`config.mk`:
```
export PLATFORM = sky130hd
export DESIGN_NAME = fifo_read_streamer
export DESIGN_NICKNAME = d
export VERILOG_FILES = /design/src/rtl/fifo_read_streamer.sv
export SDC_FILE = /design/constraint.sdc
export NUM_CORES = 1
export LEC_CHECK = 0
export ABC_AREA = 1
export BUFFER_PORTS_ARGS = -buffer_cell sky130_fd_sc_hd__buf_2
export CAP_MARGIN = 20
export CORE_MARGIN = 5
export CORE_UTILIZATION = 25
export DETAILED_ROUTE_END_ITERATION = 7
export GPL_ROUTABILITY_DRIVEN = 0
export SETUP_SLACK_MARGIN = 0.2
export SLEW_MARGIN = 20
export SYNTH_ARGS = -nofsm -noshare
export SYNTH_HDL_FRONTEND = slang
export SYNTH_SLANG_ARGS = --single-unit
```
`constraint.sdc`:
```
create_clock -name clk -period 4.1 [get_ports clk]
set_input_delay 0.82 -clock clk [delete_from_list [all_inputs] [get_ports clk]]
set_output_delay 0.82 -clock clk [all_outputs]
set_load 0.03 [all_outputs]
```
`src/rtl/fifo_read_streamer.sv`:
```
// fifo_read_streamer: drains an async FIFO read port into a valid/ready stream with 2-entry skid buffer, packet framing and sticky underflow capture.
module fifo_read_streamer #(
  parameter int FIFO_WIDTH = 16,
  parameter int PKT_LEN    = 4,
  parameter int CNT_WIDTH  = 16
) (
  input  logic                  clk,
  input  logic                  rst_n,
  input  logic [FIFO_WIDTH-1:0] fifo_data_out,
  input  logic                  fifo_empty,
  input  logic                  fifo_underflow,
  output logic                  fifo_rd_en,
  output logic                  m_valid,
  input  logic                  m_ready,
  output logic [FIFO_WIDTH-1:0] m_data,
  output logic                  m_last,
  output logic [CNT_WIDTH-1:0]  pkt_count,
  output logic                  err_underflow
);
  localparam int BW = PKT_LEN > 1 ? $clog2(PKT_LEN) : 1;
  logic [FIFO_WIDTH-1:0] buf_q [2];
  logic [1:0] occ;
  logic inflight, head, tail, pop, cap;
  logic [BW-1:0] beat_cnt;
  logic [2:0] credit;
  assign pop = m_valid & m_ready;
  assign cap = inflight & ~fifo_underflow;
  // Words already requested count against the buffer so it can never overflow.
  assign credit = {1'b0, occ} + {2'b0, inflight} - {2'b0, pop};
  assign fifo_rd_en = ~rst_n & ~fifo_empty & (credit < 3'd2);
  assign m_valid = occ != 2'd0;
  assign m_data = m_valid ? buf_q[head] : '0;
  assign m_last = m_valid & (beat_cnt == BW'(PKT_LEN - 1));
  always_ff @(posedge clk) begin
    if (rst_n) begin
      occ <= '0;
      inflight <= 1'b0;
      head <= 1'b0;
      tail <= 1'b0;
      beat_cnt <= '0;
      pkt_count <= '0;
      err_underflow <= 1'b0;
    end else begin
      inflight <= fifo_rd_en;
      occ <= occ + {1'b0, cap} - {1'b0, pop};
      if (cap) begin
        buf_q[tail] <= fifo_data_out;
        tail <= ~tail;
      end
      if (pop) begin
        head <= ~head;
        beat_cnt <= m_last ? '0 : beat_cnt + BW'(1);
      end
      if (pop & m_last) pkt_count <= pkt_count + CNT_WIDTH'(1);
      if (inflight & fifo_underflow) err_underflow <= 1'b1;
    end
  end
endmodule

```
==> results.md, run 1 <==
- Vertical extent of the die: 109 um
- Largest fanout on the critical path: 18
- Count of cells along the worst register-to-register path: 8
- Mapped Area: 2470 um2
- # DRC: 0
- Overall overflow remaining after global route: 0
- Cell family contributing the most delay on the critical path: buffers and inverters
- Detail Route Antenna Nets: 0
- Share of final-layout standard cells stronger than drive strength 1: 0.246
- Buffer levels on the longest clock path: 2
- Synth Register Bits: 57
- Worst-path cell with the longest stage delay: sky130_fd_sc_hd__fa_1
- Area of the die: 12,000 um2
- Combined buffer and inverter count along the critical path: 3
- Sequence of cells on the critical path: nor2_2 > buf_4 > nor2_4 > nor2_1 > o21ai_0 > fa_1 > inv_1 > nor4_1 > buf_2
- Number of iterations in the first detailed-routing pass: 4
- Startpoint-to-endpoint class of the critical path: reg2out
- Final period utilization: 0.778
- Measured slew at the worst slew-check pin: 657 ps
- # rows: 36
- Met1 track utilization from global routing: 0.107
- Post-Syn Instances: 274
- Leading cell types in the layout, fill and taps excluded: sky130_fd_sc_hd__nand2_1 (76), sky130_fd_sc_hd__buf_2 (56), sky130_fd_sc_hd__nor2_1 (41), sky130_fd_sc_hd__edfxtp_1 (32), sky130_fd_sc_hd__a21oi_1 (29)
- Arrival time at the worst endpoint: 2370 ps
- Layout net count: 362
- Worst endpoint required time: 3280 ps
- Cts repair resizes: 0
- Pin count of the biggest net entering global routing: 20
- Max-Cap Viols: 0
- Antenna violations before repair: 0
- PortBufs: 56
- Final worst path period need: 3190 ps
- Accumulated negative setup slack: 0 ps
- Final max-slew violation count: 0
- Root Driver: sky130_fd_sc_hd__clkbuf_8
- Proportion of netlist area held by the largest area contributor: 0.389
- Routed vias/inst: 4.21
- Relative max-transition margin: 0.561
- Wirelength per Cell: 11.9 um
- Achievable Freq: 314 MHz
- Total setup buffers inserted after CTS: 0
- Synthesized area divided by synthesized cell count: 9.02 um2
- TritonCTS Buffers: 9
- H-tree levels: 3
- Cell type with the largest total area after synthesis: sky130_fd_sc_hd__edfxtp_1
- Total number of vias: 2,001
- Wire length of the first global-routing pass: 8.94 mm
- DP HPWL: 3.95 mm
- Worst-case hold path end point: err_underflow
- Hold Buf Count CTS: 0
- Worst Clk Skew: 6.47 ps
- Run status: completed
- Worst Min Path Start: err_underflow
- Global-route met3 utilization: 0.0364
- Register clock-pin slew on the reported worst setup and hold paths: 60 ps
- Number of cells on the worst hold path: 2
- Number of design-rule violations left by the first detailed-router iteration: 59
- Type of element capturing the critical path: primary output
- Overall Power: 1620 uW
- Layout overhead on the synthesized area: 24.2%
- Synth warnings: 0
- Initial Util: 0.254
- Setup repair after global routing missed its margin: false
- Sum of routed wire length over all layers: 5.64 mm
- R2R setup slack: 2150 ps
- Antenna diode instance count: 0
- Yosys cell types: 28
- Number of failing setup endpoints in the final timing report: 0
- P per Cell Area: 526 nW/um2
- Met2 capacity usage during global routing: 0.169
- Horizontal die dimension: 109 um
- Pleak: 0.00124 uW
- Sequential element share of the synthesized area: 0.591
- Endpoint of the lowest-slack register-to-register path: inflight
- Biggest area contributors in the synthesized netlist: sky130_fd_sc_hd__edfxtp_1 (39%), sky130_fd_sc_hd__dfxtp_1 (20%), sky130_fd_sc_hd__nand2_1 (12%), sky130_fd_sc_hd__nor2_1 (6.2%), sky130_fd_sc_hd__a21oi_1 (5.9%)
- Most common library cell in the layout ignoring fill and taps: sky130_fd_sc_hd__nand2_1
- Global router's overall resource usage: 0.0980
- Count of boundary I/O pins: 57
- Global route hottest layer: met2
- Path category of the worst min-delay check: reg2reg
- Mapped Nets: 299
- Maximum cell stage delay along the critical path: 500 ps
- Critical path startpoint category: flip-flop
- Via count of the first global-routing pass: 1,953
- TritonCTS clock tree: yes
- Core Region: 9730 um2
- Maximum resistive drop on vdd: 0.000154 V
- Worst-skew pair later-pin latency: 330 ps
- Final hold violations: 0
- Clock sink total: 57
- Critical register-to-register path startpoint: occ[1]
cell usage after synthesis:
cell,number
sky130_fd_sc_hd__edfxtp_1,32
sky130_fd_sc_hd__buf_2,4
sky130_fd_sc_hd__inv_4,1
sky130_fd_sc_hd__nor4_1,2
sky130_fd_sc_hd__o211a_1,1
sky130_fd_sc_hd__a21oi_1,29
sky130_fd_sc_hd__fa_1,1
sky130_fd_sc_hd__nor3_1,2
sky130_fd_sc_hd__inv_1,18
sky130_fd_sc_hd__ha_1,3
sky130_fd_sc_hd__xnor2_1,1
sky130_fd_sc_hd__nand2_1,76
sky130_fd_sc_hd__nor2_4,4
sky130_fd_sc_hd__nand3_1,12
sky130_fd_sc_hd__xor2_1,1
sky130_fd_sc_hd__buf_6,1
sky130_fd_sc_hd__o21ai_0,8
sky130_fd_sc_hd__nor2_2,2
sky130_fd_sc_hd__or2_2,1
sky130_fd_sc_hd__nand2_2,1
sky130_fd_sc_hd__nand3_2,1
sky130_fd_sc_hd__dfxtp_1,25
sky130_fd_sc_hd__inv_2,1
sky130_fd_sc_hd__clkinv_1,1
sky130_fd_sc_hd__nor2_1,41
sky130_fd_sc_hd__and2_1,3
sky130_fd_sc_hd__clkbuf_1,1
sky130_fd_sc_hd__buf_1,1
worst register-to-register path: stages (launching register included):
cell and delay (ps):
sky130_fd_sc_hd__dfxtp_1 380, sky130_fd_sc_hd__nor2_2 130, sky130_fd_sc_hd__buf_4 260, sky130_fd_sc_hd__nor2_4 80
sky130_fd_sc_hd__nor2_1 90, sky130_fd_sc_hd__o21ai_0 110, sky130_fd_sc_hd__fa_1 500, sky130_fd_sc_hd__inv_1 50
sky130_fd_sc_hd__nor4_1 240
metal layers:
| metal | share of wire | vias up |
|---|---|---|
| met5 | 0 | - |
| met1 | 0.43 | 910 |
| met3 | 0.065 | 8 |
| met2 | 0.49 | 62 |
| met4 | 0.015 | 0 |
| li1 | - | 1021 |
report_power, final:
group	switching (uW)	internal [uW]	total [uW]	leakage, uW
clock	217	213	430	0.0000734
sequential	46.6	650	697	0.000491
combinational	346	143	488	0.000674
cells by family after synthesis:
group                    synth area share
adder cells (fa/ha/maj)            0.0233
XOR/XNOR                          0.00709
flip-flops                          0.591
buffers and inverters              0.0486
AO/OA/AOI/OAI                      0.0789
AND/OR/NAND/NOR                     0.251
final cells by class:
type                    count  area [um2]
inverters                  21        81.3
flip-flops and latches     57        1460
clock inverters             6        35.0
fillers                  1023        6660
clock buffers              10         128
well taps                 133         166
repair buffers             59         303
multi-input cells         189         896
per-stage QoR:
stage	hold slack [ps]	setup WS, ps	cells	util	instance area (um2)
after CTS	460	854	475	0.316	3070
after global routing	499	661	475	0.316	3070
after global placement	444	1010	459	0.299	2910
final	461	911	475	0.316	3070
after detailed placement	444	950	459	0.299	2910
after floorplan	426	633	274	-	2470
flip-flops by register name (all words and copies together) (netlist names), named ones only:
signal         flops
head               1
inflight           1
err_underflow      1
beat_cnt           2
tail               1
pkt_count         16
occ                2
buf_q             32
how the worst max path moves through the flow:
stage | start | to | cells after the start
global route | occ[1] | fifo_rd_en | 9
CTS | occ[1] | fifo_rd_en | 9
floorplan | m_ready | fifo_rd_en | 6
global placement | m_ready | fifo_rd_en | 8
detailed placement | m_ready | fifo_rd_en | 8
finish | occ[1] | fifo_rd_en | 9
Power figures use the tool's default switching activity.
==> inputs of run 2 (changes only) <==
==> constraint.sdc (replaced) <==
create_clock -name clk -period 2.9 [get_ports clk]
set_input_delay 0.58 -clock clk [delete_from_list [all_inputs] [get_ports clk]]
set_output_delay 0.58 -clock clk [all_outputs]
set_load 0.03 [all_outputs]
==> run 2 against run 1 <==
  * Flip-flop and latch count unchanged
  * Largest cell class unchanged
  * Sequential power up 39%
  * Combinational power up 70%
  * Largest power group unchanged
==> results.md, run 2 (synthesized netlist as in run 1, its figures left out) <==
- Setup repair after global routing missed its margin: true (was false)
- Maximum resistive drop on vdd: 0.000229 V (was 0.000154 V)
- Critical register-to-register path startpoint: inflight (was occ[1])
- Largest fanout on the critical path: 4 (was 18)
- H-tree levels: 3 (unchanged)
- Type of element capturing the critical path: primary output (unchanged)
- Total number of vias: 2,005 (was 2,001)
- Leading cell types in the layout, fill and taps excluded: sky130_fd_sc_hd__nand2_1 (75), sky130_fd_sc_hd__buf_2 (55), sky130_fd_sc_hd__nor2_1 (39), sky130_fd_sc_hd__edfxtp_1 (32), sky130_fd_sc_hd__a21oi_1 (29) (was sky130_fd_sc_hd__nand2_1 (76), sky130_fd_sc_hd__buf_2 (56), sky130_fd_sc_hd__nor2_1 (41), sky130_fd_sc_hd__edfxtp_1 (32), sky130_fd_sc_hd__a21oi_1 (29))
- Number of cells on the worst hold path: 1 (was 2)
- Via count of the first global-routing pass: 1,972 (was 1,953)
- Sum of routed wire length over all layers: 5.92 mm (was 5.64 mm)
- Relative max-transition margin: 0.651 (was 0.561)
- Wire length of the first global-routing pass: 9.45 mm (was 8.94 mm)
- Measured slew at the worst slew-check pin: 520 ps (was 657 ps)
- Clock sink total: 57 (unchanged)
- Horizontal die dimension: 109 um (unchanged)
- Final worst path period need: 2690 ps
- Arrival time at the worst endpoint: 2110 ps (was 2370 ps)
- # DRC: 0 (unchanged)
- Accumulated negative setup slack: 0 ps (unchanged)
- Layout overhead on the synthesized area: 31.0% (was 24.2%)
- Endpoint of the lowest-slack register-to-register path: occ[1] (was inflight)
- Share of final-layout standard cells stronger than drive strength 1: 0.289 (was 0.246)
- Worst Clk Skew: 8.39 ps (was 6.47 ps)
- Number of design-rule violations left by the first detailed-router iteration: 75 (was 59)
- Path category of the worst min-delay check: in2reg (was reg2reg)
- Achievable Freq: 372 MHz
- Core Region: 9730 um2 (unchanged)
- Number of failing setup endpoints in the final timing report: 0 (unchanged)
- Root Driver: sky130_fd_sc_hd__clkbuf_8 (unchanged)
- Buffer levels on the longest clock path: 2 (unchanged)
- Pin count of the biggest net entering global routing: 20 (unchanged)
- Count of boundary I/O pins: 57 (unchanged)
- PortBufs: 56 (unchanged)
- Max FFs per register: 32 (unchanged)
- TritonCTS clock tree: yes (unchanged)
- Antenna diode instance count: 0 (unchanged)
- Wirelength per Cell: 12.4 um (was 11.9 um)
- Most common library cell in the layout ignoring fill and taps: sky130_fd_sc_hd__nand2_1 (unchanged)
- R2R setup slack: 1200 ps (was 2150 ps)
- Final core area utilization: 0.333 (was 0.316)
- Final worst slack: 215 ps (was 911 ps)
- Worst Min Path Start: fifo_data_out[11] (was err_underflow)
- Overall Power: 2710 uW (was 1620 uW)
- Initial Util: 0.254 (unchanged)
- Overall overflow remaining after global route: 0 (unchanged)
- Area of the die: 12,000 um2 (unchanged)
- Worst-case hold path end point: buf_q[0][11] (was err_underflow)
- P per Cell Area: 836 nW/um2 (was 526 nW/um2)
- Worst endpoint required time: 2320 ps (was 3280 ps)
- Run status: completed (unchanged)
- Largest register by flop count: buf_q (unchanged)
- Layout net count: 366 (was 362)
- Pleak: 0.00131 uW (was 0.00124 uW)
- Count of cells along the worst register-to-register path: 8 (unchanged)
- Largest registers: buf_q (32), pkt_count (16) (unchanged)
- Startpoint-to-endpoint class of the critical path: reg2out (unchanged)
- Antenna violations before repair: 0 (unchanged)
- Global router's overall resource usage: 0.103 (was 0.0980)
- # rows: 36 (unchanged)
- Worst-skew pair later-pin latency: 330 ps (about the same)
- Post-Place Setup Slack: 217 ps (was 950 ps)
- Vertical extent of the die: 109 um (unchanged)
- Number of iterations in the first detailed-routing pass: 4 (unchanged)
- Instance area at placement: 2930 um2 (was 2910 um2)
- DP HPWL: 4.02 mm (was 3.95 mm)
- Final hold violations: 0 (unchanged)
- Routed vias/inst: 4.19 (was 4.21)
- Critical path startpoint category: flip-flop (unchanged)
- Register clock-pin slew on the reported worst setup and hold paths: 70 ps (was 60 ps)
- Final Instance Area: 3240 um2 (was 3070 um2)
- Detail Route Antenna Nets: 0 (unchanged)
- Hold Buf Count CTS: 0 (unchanged)
- Max-Cap Viols: 0 (unchanged)
- Final max-slew violation count: 0 (unchanged)
- TritonCTS Buffers: 9 (unchanged)
- Final period utilization: 0.926
run 2: critical path, stage by stage, from the launching register on:
cell and delay (ps):
sky130_fd_sc_hd__dfxtp_4 370, sky130_fd_sc_hd__inv_2 50, sky130_fd_sc_hd__nand2_2 70, sky130_fd_sc_hd__nand2_4 90, sky130_fd_sc_hd__nor2_4 40, sky130_fd_sc_hd__buf_6 110
sky130_fd_sc_hd__fa_1 540, sky130_fd_sc_hd__inv_2 60, sky130_fd_sc_hd__nor4_4 270, sky130_fd_sc_hd__buf_6 170
run 2: report_power, final:
part / total (uW) / switching [uW] / internal [uW]
registers: 966 / 41.6 / 924
logic: 830 / 571 / 259
clock network: 913 / 343 / 570
run 2: area by class of cell:
class	instances	area, um2
fill	1019	6490
sequential	57	1470
tap	133	166
inverter	21	81.3
multi-input combinational	189	937
timing repair buffer	63	343
clock inverter	7	119
clock buffer	9	124
run 2: how the worst max path moves through the flow:
stage	start	end	slack (ps)	cells past startpoint
final	occ[0]	fifo_rd_en	210	9
after global routing	occ[1]	fifo_rd_en	110	9
after CTS	occ[0]	fifo_rd_en	210	9
after detailed placement	m_ready	fifo_rd_en	220	8
after global placement	m_ready	fifo_rd_en	290	8
after floorplan	occ[1]	fifo_rd_en	300	8
run 2: metal layers:
metal	share of wire	up-vias	global-route usage
li1	-	1034	-
met1	0.45	905	0.125
met3	0.060	10	0.0282
met2	0.47	56	0.169
met4	0.017	0	0.0499
met5	0	-	0
run 2: timing repair:
item	CTS	global route
setup endpoints to repair	1	1
pin swaps	1	5
hold endpoints to repair	0	0
resized for setup	7	10
cloned	0	0
buffers inserted	2	1
run 2: through the flow:
stage / hold WS [ps] / cells
6_report: 432 / 479
5_1_grt: 408 / 479
4_1_cts: 411 / 478
3_5_place_dp: 453 / 460
3_3_place_gp: 440 / 460
2_1_floorplan: 426 / 274
